--- config.mk ---
export PLATFORM = sky130hd
export DESIGN_NAME = video_timing_gen
export DESIGN_NICKNAME = d
export VERILOG_FILES = /design/src/rtl/video_timing_gen.sv
export SDC_FILE = /design/constraint.sdc
export NUM_CORES = 1
export LEC_CHECK = 0
export ABC_AREA = 0
export CORE_MARGIN = 2
export CORE_UTILIZATION = 35
export DETAILED_ROUTE_END_ITERATION = 6
export GPL_TIMING_DRIVEN = 0
export PLACE_DENSITY = 0.64
export SLEW_MARGIN = 20
export SYNTH_ARGS = -nofsm -noshare
export SYNTH_HDL_FRONTEND = slang
export SYNTH_SLANG_ARGS = --single-unit
--- constraint.sdc ---
create_clock -name i_clk -period 4.85 [get_ports i_clk]
set_clock_uncertainty 0.2 [all_clocks]
set_input_delay 1.2125 -clock i_clk [delete_from_list [all_inputs] [get_ports i_clk]]
set_output_delay 1.2125 -clock i_clk [all_outputs]
set_load 0.01 [all_outputs]
--- src/rtl/video_timing_gen.sv ---
// Raster timing generator: sync, data-enable, active coordinates, frame/line
// event pulses and a look-ahead fetch coordinate for a parameterised mode.
// The pixel position advances once per i_clk cycle in which i_pix_stb is high,
// and every output is registered from the position it lands on at that edge.
module video_timing_gen #(
    parameter int H_ACTIVE  = 640,
    parameter int H_FP      = 16,
    parameter int H_SYNC    = 96,
    parameter int H_BP      = 48,
    parameter int V_ACTIVE  = 480,
    parameter int V_FP      = 10,
    parameter int V_SYNC    = 2,
    parameter int V_BP      = 33,
    parameter int HS_POL    = 0,
    parameter int VS_POL    = 0,
    parameter int LOOKAHEAD = 0,
    parameter int CW        = 12,
    parameter int FW        = 16
) (
    input  logic          i_clk,
    input  logic          i_rst,
    input  logic          i_pix_stb,
    output logic          o_hs,
    output logic          o_vs,
    output logic          o_de,
    output logic [CW-1:0] o_x,
    output logic [CW-1:0] o_y,
    output logic          o_line_start,
    output logic          o_frame_start,
    output logic          o_vblank_start,
    output logic          o_fetch,
    output logic [CW-1:0] o_fx,
    output logic [CW-1:0] o_fy,
    output logic [FW-1:0] o_frame
);

    localparam int H_TOTAL = H_ACTIVE + H_FP + H_SYNC + H_BP;
    localparam int V_TOTAL = V_ACTIVE + V_FP + V_SYNC + V_BP;

    localparam logic [CW-1:0] H_LAST  = CW'(H_TOTAL - 1);
    localparam logic [CW-1:0] V_LAST  = CW'(V_TOTAL - 1);
    localparam logic [CW-1:0] H_ACT_C = CW'(H_ACTIVE);
    localparam logic [CW-1:0] V_ACT_C = CW'(V_ACTIVE);
    localparam logic [CW-1:0] HS_BEG  = CW'(H_ACTIVE + H_FP);
    localparam logic [CW-1:0] HS_END  = CW'(H_ACTIVE + H_FP + H_SYNC);
    localparam logic [CW-1:0] VS_BEG  = CW'(V_ACTIVE + V_FP);
    localparam logic [CW-1:0] VS_END  = CW'(V_ACTIVE + V_FP + V_SYNC);
    localparam logic [CW-1:0] ONE_C   = CW'(1);
    localparam logic [CW:0]   LA_C    = (CW+1)'(LOOKAHEAD);
    localparam logic [CW:0]   H_TOT_W = (CW+1)'(H_TOTAL);
    localparam logic [FW-1:0] F_ONE   = FW'(1);
    localparam logic          HS_ON   = 1'(HS_POL);
    localparam logic          VS_ON   = 1'(VS_POL);

    // Decode the position LOOKAHEAD pixels ahead of (h, v) into
    // {active, x, y}; a lead past the line end lands on the next line.
    function automatic logic [2*CW:0] fetch_decode(input logic [CW-1:0] h,
                                                   input logic [CW-1:0] v);
        logic [CW:0]   p;
        logic [CW-1:0] ph;
        logic [CW-1:0] pv;
        logic          act;
        p = {1'b0, h} + LA_C;
        if (p >= H_TOT_W) begin
            ph = CW'(p - H_TOT_W);
            pv = (v == V_LAST) ? {CW{1'b0}} : (v + ONE_C);
        end else begin
            ph = p[CW-1:0];
            pv = v;
        end
        act = (ph < H_ACT_C) && (pv < V_ACT_C);
        return act ? {1'b1, ph, pv} : {1'b0, {CW{1'b0}}, {CW{1'b0}}};
    endfunction

    logic [CW-1:0] h_q, h_d;
    logic [CW-1:0] v_q, v_d;
    logic          hs_q, hs_d;
    logic          vs_q, vs_d;
    logic          de_q, de_d;
    logic [CW-1:0] x_q, x_d;
    logic [CW-1:0] y_q, y_d;
    logic          ls_q, ls_d;
    logic          fs_q, fs_d;
    logic          vbs_q, vbs_d;
    logic          fetch_q, fetch_d;
    logic [CW-1:0] fx_q, fx_d;
    logic [CW-1:0] fy_q, fy_d;
    logic [FW-1:0] frame_q, frame_d;
    logic [2*CW:0] fetch_now;
    logic [2*CW:0] fetch_rst;

    // Next raster position: step on strobe, wrapping line then frame.
    always_comb begin
        h_d = h_q;
        v_d = v_q;
        if (i_pix_stb) begin
            if (h_q == H_LAST) begin
                h_d = {CW{1'b0}};
                v_d = (v_q == V_LAST) ? {CW{1'b0}} : (v_q + ONE_C);
            end else begin
                h_d = h_q + ONE_C;
                v_d = v_q;
            end
        end else begin
            h_d = h_q;
            v_d = v_q;
        end
    end

    // Decode the next position into level outputs, pulses and frame count.
    always_comb begin
        de_d      = (h_d < H_ACT_C) && (v_d < V_ACT_C);
        x_d       = de_d ? h_d : {CW{1'b0}};
        y_d       = de_d ? v_d : {CW{1'b0}};
        hs_d      = ((h_d >= HS_BEG) && (h_d < HS_END)) ? HS_ON : ~HS_ON;
        vs_d      = ((v_d >= VS_BEG) && (v_d < VS_END)) ? VS_ON : ~VS_ON;
        fetch_now = fetch_decode(h_d, v_d);
        fetch_rst = fetch_decode(H_LAST, V_LAST);
        fetch_d   = fetch_now[2*CW];
        fx_d      = fetch_now[2*CW-1:CW];
        fy_d      = fetch_now[CW-1:0];
        ls_d      = i_pix_stb && (h_d == {CW{1'b0}}) && (v_d < V_ACT_C);
        fs_d      = i_pix_stb && (h_d == {CW{1'b0}}) && (v_d == {CW{1'b0}});
        vbs_d     = i_pix_stb && (h_d == {CW{1'b0}}) && (v_d == V_ACT_C);
        frame_d   = fs_d ? (frame_q + F_ONE) : frame_q;
    end

    // State and output registers; reset parks on the last back-porch pixel.
    always_ff @(posedge i_clk) begin
        if (i_rst) begin
            h_q     <= H_LAST;
            v_q     <= V_LAST;
            hs_q    <= ~HS_ON;
            vs_q    <= ~VS_ON;
            de_q    <= 1'b0;
            x_q     <= {CW{1'b0}};
            y_q     <= {CW{1'b0}};
            ls_q    <= 1'b0;
            fs_q    <= 1'b0;
            vbs_q   <= 1'b0;
            fetch_q <= fetch_rst[2*CW];
            fx_q    <= fetch_rst[2*CW-1:CW];
            fy_q    <= fetch_rst[CW-1:0];
            frame_q <= {FW{1'b0}};
        end else begin
            h_q     <= h_d;
            v_q     <= v_d;
            hs_q    <= hs_d;
            vs_q    <= vs_d;
            de_q    <= de_d;
            x_q     <= x_d;
            y_q     <= y_d;
            ls_q    <= ls_d;
            fs_q    <= fs_d;
            vbs_q   <= vbs_d;
            fetch_q <= fetch_d;
            fx_q    <= fx_d;
            fy_q    <= fy_d;
            frame_q <= frame_d;
        end
    end

    assign o_hs           = hs_q;
    assign o_vs           = vs_q;
    assign o_de           = de_q;
    assign o_x            = x_q;
    assign o_y            = y_q;
    assign o_line_start   = ls_q;
    assign o_frame_start  = fs_q;
    assign o_vblank_start = vbs_q;
    assign o_fetch        = fetch_q;
    assign o_fx           = fx_q;
    assign o_fy           = fy_q;
    assign o_frame        = frame_q;

endmodule

==> results of run 1 <==
[report_power, final]
part / internal [µW] / switching, µW / leakage, µW
logic: 450 / 800 / 0.00131
clock network: 359 / 339 / 0.000139
registers: 846 / 38.9 / 0.000772
[metal layers]
layer / track usage [%] / vias up
li1: - / 2240
met1: 25.4 / 2114
met2: 29.2 / 166
met3: 3.83 / 24
met4: 7.88 / 0
met5: 0 / -
[flip-flops by register name (all words and copies together) (netlist names), 12 cells and up]
name,flops
o_frame,16
h_q,12
o_fx,12
o_y,12
v_q,12
o_x,12
o_fy,12
[metrics by stage]
stage	instances	area (µm²)	power, µW	hold WS (ns)
after floorplan	572	5030	1750	0.306
after global placement	824	5980	2060	0.282
after detailed placement	824	5980	2070	0.291
after CTS	840	6340	2810	0.304
after global routing	844	6390	3000	0.338
final	844	6390	2830	0.314
[layout make-up]
type / instances / area [µm²] / area share, %
Tap cell: 180 / 225 / 3.52
Sequential cell: 95 / 1900 / 29.7
Timing Repair Buffer: 77 / 761 / 11.9
Multi-Input combinational cell: 422 / 2960 / 46.3
Buffer: 39 / 204 / 3.19
Clock inverter: 7 / 62.6 / 0.978
Inverter: 15 / 56.3 / 0.880
Clock buffer: 9 / 225 / 3.52
[placed cells by master, fill, tap and decap left out, drive strengths merged, types with 11 or more instances in the layout]
cell type and instances:
nand3 20, clkdlybuf4s50 71, o21ai 12, inv 19, xor2 13, nor3 15
dfxtp 95, a21oi 23, clkbuf 27, nand2 38, and3 16, nor2 59
nand2b 15, nor4 32, buf 26, and4 11, nand4 16, xnor2 19
[worst reg2reg max path, stage by stage, from the launching register on]
cell	delay [ns]
dfxtp_1	0.30
clkbuf_1	0.22
nor4_1	0.45
nand4_1	0.30
and3_1	0.27
a21o_1	0.23
inv_1	0.16
ha_1	0.23
o221ai_1	0.25
or2_2	0.36
nor4_2	0.56
buf_4	0.30
nand4_1	0.10
a21oi_1	0.16
[repair_timing]
item                                    4_1_cts  5_1_grt
endpoints found under the setup margin       34       27
buffers inserted                              1        4
pin swaps                                     1        2
resized for setup                            16        4
[Yosys cell counts, drive strengths merged (3+ instances only)]
| cell type | n |
|---|---|
| nor3b | 3 |
| xnor2 | 19 |
| o31ai | 8 |
| nor2 | 59 |
| inv | 15 |
| mux2 | 3 |
| buf | 21 |
| or3 | 8 |
| nand2 | 38 |
| a211oi | 6 |
| dfxtp | 95 |
| nor3 | 15 |
| o21ai | 12 |
| xor2 | 13 |
| a31o | 4 |
| a21o | 4 |
| a21oi | 23 |
| nor4 | 32 |
| or4 | 8 |
| and2 | 5 |
| a21bo | 3 |
| a2111o | 3 |
| nand3b | 5 |
| nand3 | 20 |
| ha | 9 |
| and4 | 11 |
| mux2i | 4 |
| nand4 | 16 |
| nand4b | 4 |
| o21a | 3 |
| clkbuf | 19 |
| nand2b | 15 |
| a31oi | 10 |
| or2 | 4 |
| and3 | 16 |
[cell families after synthesis]
group | Yosys count | share of synthesized area (%)
compound gates | 95 | 14.1
xor+xnor | 32 | 5.76
fa+ha+maj | 9 | 2.25
buf+inv | 55 | 5.06
flops | 95 | 38.0
mux | 7 | 1.48
other cells | 1 | 0.0750
simple gates | 269 | 33.2
[worst max path at each step]
stage,from,end,depth (start not counted)
floorplan,i_pix_stb,o_fx[4],14
global placement,i_pix_stb,o_fetch,16
detailed placement,i_pix_stb,o_fetch,16
global route,i_pix_stb,o_fx[8],15
finish,i_pix_stb,o_fx[2],15
CTS,i_pix_stb,o_fx[4],15
==> impl_metrics.ini, run 1 <==
[routing]
top_layer = met4
wl_met3_um = 862
final_antenna_net_count = 0
drtPass1Iterations = 5
drcViolationCount = 0
vias_per_cell = 5.38
num_vias = 4544
wl_met2_mm = 5.98
drt_iter0_drc = 349
wl_mm = 13.8
wl_per_cell_um = 16.4
wl_met1_mm = 6.64

[global_route]
grt_max_degree = 19
antenna_found_initial = 0
grt-ovfl-total = 0
grt_pass1_vias = 4287
grtUsageTotal_pct = 18.8
grt_pass1_wl_mm = 22.2

[setup_path]
rr_startpoint = v_q[6]
cpLargestDelayFamily = simple AND/OR/NAND/NOR gates
crit_path_end_kind = flop
cpMostUsedCell = inv_1
crit_fanout = 10
reg2reg_slack_ns = 0.67
cp_data_required_time_ns = 4.89
rr_worst_depth = 13
cpPeakStageDelay_ns = 0.53
rr_endpoint = o_frame[7]
path_class = in -> reg
cpMaxStageDelayCell = or4_1
path_buf_inv = 4
start_kind = primary input
cp_cell_sequence = dlymetal6s2s_1 -> nand3_4 -> nor2_4 -> xor2_1 -> nand2_2 -> inv_1 -> ha_1 -> inv_1 -> a2111oi_2 -> or3_1 -> a21oi_2 -> or4_1 -> a31oi_1 -> buf_4 -> nor4_2
cp_data_arrival_time_ns = 4.43

[worst_hold_path]
worstHoldStart = o_frame[10]
min_to = o_frame[10]
hold_class = reg -> reg
holdPathStages = 2

[yosys]
synth_area_um2 = 5000
yosysWarnings = 0
postSynth.asyncResetShare_pct = 0
postSynthCellCount = 563
synth_ff_type = dfxtp_1
netlist_top_cells_area = dfxtp_1 (38%), nor4_2 (5.3%), nor2_1 (4.4%)
synth-edff-count = 0
ys_seq_elements = 95
yosysUniqueCellTypes = 72
yosys.area.top_type = dfxtp_1
synth_area_per_cell_um2 = 8.88
synth-seq-area-share_pct = 38.0
synth.top_cell.area_share_pct = 38.0

[layout]
final_nets = 671
n_fill_cell = 1346
area_delta_synth_final_pct = 27.9
final_util_pct = 45.9
diodes = 0
drive_above_1_share_pct = 14.5

[sta]
rsz0062_at_grt = false
slew_headroom_pct = 35.1
worst_pin_slew_ns = 0.958
maxClockFrequency_ghz = 0.227
slew_viol_final = 0
hold_viol = 0
setup_tns_ns = 0
finalSetupViolCount = 0
period_needed_ns = 4.40
fin_ws_ns = 0.453
timing.final.crit_share_pct = 90.7

[place]
dpl.hpwl_mm = 10.3
routabilityCongestion = 0.943
post-place-ws_ns = -0.963
portBuffers = 72

[clock_tree]
cts_hold_buf = 0
cts_tree = yes
clockRootBuffer = clkbuf_16
clkLatencyLatePin_ns = 0.37
cts.path.max_buffers = 2
clk_pin_slew_worst_paths_ns = 0.07
htree_levels = 3
clock-sinks = 95
cts_buffers = 9

[power]
p_leak_uw = 0.00222
irDropWorstVdd_mv = 0.168
p_per_area_nw_per_um2 = 443

[run]
max-cap-violations = 0

[floorplan]
rows = 43
io_pins = 74
die_width_um = 124
die-area_um2 = 15300
die_h_um = 124
fp.coreArea_um2 = 13900
start_util_pct = 35.9

[run_status]
status = completed
No activity file was read; power rests on OpenSTA's default activity.
==> run 2, diff against run 1 <==
CTS_BUF_LIST = sky130_fd_sc_hd__clkbuf_8 sky130_fd_sc_hd__clkbuf_16   (was default)
==> results of run 2 <==
Same layout as run 1: the final DEF is identical, and so are final timing and power.
